**src/rtl/ram_port_arbiter.sv**
```systemverilog
// Round-robin arbiter sharing one single-port synchronous RAM (read-first, 1-cycle read)
// between NUM_REQ requesters; routes registered read data back to the granted requester.
module ram_port_arbiter #(
  parameter int data_width    = 8,
  parameter int address_width = 7,
  parameter int NUM_REQ       = 2
) (
  input  logic                             clk,
  input  logic                             rst,
  input  logic [NUM_REQ-1:0]               req_valid,
  output logic [NUM_REQ-1:0]               req_ready,
  input  logic [NUM_REQ-1:0]               req_we,
  input  logic [NUM_REQ*address_width-1:0] req_add,
  input  logic [NUM_REQ*data_width-1:0]    req_data_w,
  output logic [NUM_REQ-1:0]               rsp_valid,
  output logic [data_width-1:0]            rsp_data,
  output logic                             mem_we,
  output logic [address_width-1:0]         mem_add,
  output logic [data_width-1:0]            mem_data_w,
  input  logic [data_width-1:0]            mem_data_r
);

  localparam int IDX_W = (NUM_REQ > 1) ? $clog2(NUM_REQ) : 1;
  localparam logic [IDX_W-1:0] LAST_GNT_RST = IDX_W'(NUM_REQ - 1);

  logic [IDX_W-1:0] last_gnt;
  logic [IDX_W-1:0] gnt_idx;
  logic             gnt_any;
  logic [IDX_W-1:0] sel;
  logic             tag_valid;
  logic [IDX_W-1:0] tag_idx;

  // Rotating priority scan starting just after the last winner.
  always_comb begin
    int               idx;
    logic [IDX_W-1:0] cand;
    gnt_idx = last_gnt;
    gnt_any = 1'b0;
    idx     = 0;
    cand    = '0;
    for (int k = 0; k < NUM_REQ; k++) begin
      idx  = (int'(last_gnt) + 1 + k) % NUM_REQ;
      cand = IDX_W'(idx);
      if (!gnt_any && !rst && req_valid[cand]) begin
        gnt_any = 1'b1;
        gnt_idx = cand;
      end
    end
  end

  always_comb begin
    req_ready = '0;
    for (int i = 0; i < NUM_REQ; i++) begin
      req_ready[i] = gnt_any && (gnt_idx == IDX_W'(i));
    end
  end

  // When idle the port keeps pointing at the last winner's slice, so it holds its value.
  assign sel        = gnt_any ? gnt_idx : last_gnt;
  assign mem_add    = req_add[int'(sel)*address_width +: address_width];
  assign mem_data_w = req_data_w[int'(sel)*data_width +: data_width];
  assign mem_we     = gnt_any && req_we[gnt_idx];

  always_ff @(posedge clk) begin
    if (rst) begin
      last_gnt  <= LAST_GNT_RST;
      tag_valid <= 1'b0;
      tag_idx   <= '0;
    end else begin
      if (gnt_any) begin
        last_gnt <= gnt_idx;
      end
      tag_valid <= gnt_any && !req_we[gnt_idx];
      tag_idx   <= gnt_idx;
    end
  end

  // Gating with rst drops a response whose read was granted just before reset.
  always_comb begin
    rsp_valid = '0;
    for (int i = 0; i < NUM_REQ; i++) begin
      rsp_valid[i] = tag_valid && !rst && (tag_idx == IDX_W'(i));
    end
  end

  assign rsp_data = mem_data_r;

endmodule

```
**config.mk**
```make
export PLATFORM = sky130hd
export DESIGN_NAME = ram_port_arbiter
export DESIGN_NICKNAME = d
export VERILOG_FILES = /design/src/rtl/ram_port_arbiter.sv
export SDC_FILE = /design/constraint.sdc
export NUM_CORES = 1
export LEC_CHECK = 0
export CAP_MARGIN = 5
export CORE_MARGIN = 3
export CORE_UTILIZATION = 29
export DETAILED_ROUTE_END_ITERATION = 6
export MAX_ROUTING_LAYER = met4
export PLACE_DENSITY = 0.71
export SYNTH_ARGS = -nofsm -noshare
export SYNTH_HDL_FRONTEND = slang
export SYNTH_SLANG_ARGS = --single-unit
```
**constraint.sdc**
```tcl
create_clock -name clk -period 1.1 [get_ports clk]
set_clock_uncertainty 0.15 [all_clocks]
set_input_delay 0.11 -clock clk [delete_from_list [all_inputs] [get_ports clk]]
set_output_delay 0.11 -clock clk [all_outputs]
set_load 0.05 [all_outputs]
```
* Yosys cells after proc, flatten, opt, wreduce, memory -nomap -nowiden *
Index checks and enable logic that the tools add are counted.

storage, ports and cells
  memories kept = 0
  word-level logic and storage cells = 37
  bits in latches = 0
  memory bits (writable) = 0
  output and inout bits = 28
  memory bits (read-only) = 0
  bits in registers = 3

cells by class
  multiplexer cells = 11
  shift operators = 2
  reduce and logical (&&, ||, !) cells = 13
  $mul = 1
  equal/unequal tests = 0
  divide/modulo/power cells = 0
  add/subtract/negate cells = 2
  order comparisons = 3
  bitwise operators = 2

operators by type and width
  operator               number
  $shiftx A16 B5 Y8      1
  $shiftx A14 B5 Y7      1
  $mux W1                11
  $logic_and A1 B1 Y1    10
  $lt A1 B2 Y1 const B   3
  $mul A1 B3 Y4 const B  1
  $logic_not A1 Y1       3
  $add A1 B1 Y1 const B  2
  $not A1 Y1             2

* Longest topological paths before layout *
  depth in word-level cells = 13
  mapped depth = 6

* Worst setup path after synthesis *
No wires, ideal clock.

  kind = register to output
  start point = reg (tool-made name)
  end point = out mem_data_w[3]
  path slack = -0.785 ns
  required time = 0.840 ns
  data arrival time = 1.625 ns
  cell stages (with the launch flop) = 6
  cells stage by stage = dfxtp_1 -> buf_2 -> inv_2 -> buf_6 -> o221ai_1 -> a22oi_1

RTL lines
  item       line  source
  to (decl)  19    output logic [data_width-1:0] mem_data_w,

==> qor.csv <==
stage;metric;value;unit
critical_path;CP startpoint kind;flip-flop;
floorplanning;cell row count;19;
timing;RSZ-0062 raised after global routing;true;
synth;largest cells by area after synthesis;o221ai_1 (20%), mux2i_1 (16%), o221ai_2 (15%);
synth;Yosys cell types;21;
synth;Seq cells post-synth;3;
floorplanning;CORE AREA;2900;µm²
run_status;status;complete, but fails checks;
synth;top cell type's share of synthesized area;19.8;%
clocking;clk sinks;3;
finish;Non-Filler Instances;205;
critical_path;WS Path Type;flip-flop to output port;
floorplanning;initial core utilization;32.1;%
critical_path;Crit. End Element;output port;
clocking;H-tree depth;1;
finish;Final nets;208;
hold_path;Worst Hold Class;primary input to output port;
clocking;CTS clk-pin slew, worst paths;40;ps
routing;Avg Vias per Cell;5.73;
floorplanning;IO Count;72;
clocking;Clock Tree Buf Depth;2;
synth;Synth Warn #;0;
floorplanning;Die Footprint;3930;µm²
floorplanning;DIE WIDTH;62.7;µm
synth;Synth Cell Area;931;µm²
timing;Final Setup Violations;23;
timing;share of the clock period used by the worst path;150;%
pwr;Tot Pwr;1.72;mW
synth;Yosys top cell by area;o221ai_1;
routing;Total Routed Length;3430;µm
routing;# DRC;0;
run;max cap viols;0;
timing;Setup WS post-layout;-546;ps
clocking;clk root buf;clkbuf_4;
critical_path;Worst Path Required;840;ps
finish;Antenna diodes;0;
place;placed cells;200;
global_routing;initial antenna violation count;0;
floorplanning;die height;62.7;µm
routing;initial drt markers;77;
synth;Synth Net Count;149;
finish;layout cell share with drive strength beyond 1;59.5;%
timing;fin. max-slew vios;0;
pwr;pwr dens;844;nW/µm²
global_routing;pin count of the biggest net entering global routing;17;
critical_path;crit-path max FO;12;
timing;Peak Freq;608;MHz
timing;Least-Margin Pin Slew;227;ps
finish;final core utilization;70.3;%
routing;wire length per cell;16.7;µm
global_routing;global-route wire length before repair;5840;µm
routing;Antenna Nets Post-Route;0;
clocking;Worst-Skew Late Latency;230;ps
finish;commonest non-fill, non-tap cell in the layout;clkdlybuf4s50_1;
place;Post-DP HPWL;2530;µm
place;placer's final routability congestion estimate;0.763;
synth;Syn Area/Cell;8.87;µm²
routing;Via Count;1174;
synth;register area share after synthesis;6.45;%
finish;most frequent cells in the layout;clkdlybuf4s50_1 (32), o221ai_2 (23), buf_12 (21), a22oi_2 (15);
pwr;Pleak;0.761;nW
clocking;CTS tree;yes;
clocking;hold_buf cts;0;
global_routing;vias in the first global route;1198;
finish;synthesis-to-layout area growth;119;%
clocking;total CTS buffers;3;
timing;Tmin final;1650;ps
pwr;VDD IR max;0.438;mV
synth;synthesized instance count;105;
global_routing;gr usage total;17.8;%
timing;Hold Vio Cnt, Final;0;
global_routing;remaining global-route overflow;0;
run_status;violated checks;negative setup slack;
critical_path;Arrival @ worst endpoint;1390;ps
place;port bufs;55;
routing;drt first pass iters;6;
timing;Slew HR;84.4;%
[synthesized netlist by cell type]
cell type	number
and3b_1	1
nand2b_1	3
nor2_1	2
buf_6	4
clkbuf_1	2
nor2b_1	1
buf_2	4
o221ai_1	21
nor3b_1	1
a22oi_1	15
a21oi_1	4
dfxtp_1	3
buf_4	12
mux2i_1	15
nand3b_1	2
buf_12	1
nand3_1	1
inv_2	2
o221ai_2	9
or3_1	1
nand2_1	1
[power by group]
| group | switching (mW) | internal [mW] |
|---|---|---|
| clock | 0.0619 | 0.136 |
| combinational | 0.695 | 0.694 |
| sequential | 0.0158 | 0.119 |
| total | 0.773 | 0.949 |
[worst max-delay path: stages, from the launching register on]
cell and delay [ps]:
dfxtp_4 430, buf_12 170, mux2i_1 270, a22oi_2 110
buf_12 170
[per-layer routing]
metal | wire [µm] | global-route usage (%)
met5 | 0 | -
met4 | 23 | 2.75
met3 | 205 | 2.70
met2 | 1740 | 30.0
met1 | 1460 | 22.9
[per-stage QoR]
step / hold WS, ps / setup WS [ps] / cell area (µm²) / TNS [ps]
after CTS: 70.3 / -542 / 1960 / -9550
final: 70.0 / -546 / 2040 / -9310
after global routing: 70.1 / -595 / 2040 / -10710
after global placement: 70.3 / -678 / 1850 / -13620
after detailed placement: 70.3 / -745 / 1850 / -14400
after floorplan: 137 / -412 / 1070 / -6500
[cells by family (layout without fill, tap and decap cells)]
group	after synthesis	after routing	synth area share, %
muxes	15	15	16.1
buffers and inverters	25	83	20.4
DFF	3	3	6.45
and+or+nand+nor	13	13	8.47
AOI/OAI and AO/OA	49	49	48.5
[final timing paths]
| path | endpoint | depth (start not counted) | slack, ps | start |
|---|---|---|---|---|
| worst max-delay path | mem_add[5] | 4 | -550 | flip-flop |
| worst min-delay path | rsp_data[6] | 0 | 70 | mem_data_r[6] |
| worst max register to register | tag_valid$_SDFF_PP0_ | 5 | -300 | flip-flop |
| worst min register to register | flip-flop | 3 | 600 | flip-flop |
[area by class of cell]
cell class	count	area, µm²
clock buffer	4	26.3
fill	229	861
inverter	2	15.0
multi-input combinational	77	927
sequential	3	66.3
tap	42	52.6
timing repair buffer	77	952
[timing repair]
item / 4_1_cts / 5_1_grt
pin swaps: 7 / 6
endpoints found under the setup margin: 23 / 23
gates resized for setup: 23 / 14
buffers inserted: 1 / 0
Note: power is estimated with default switching activity, not from simulation.
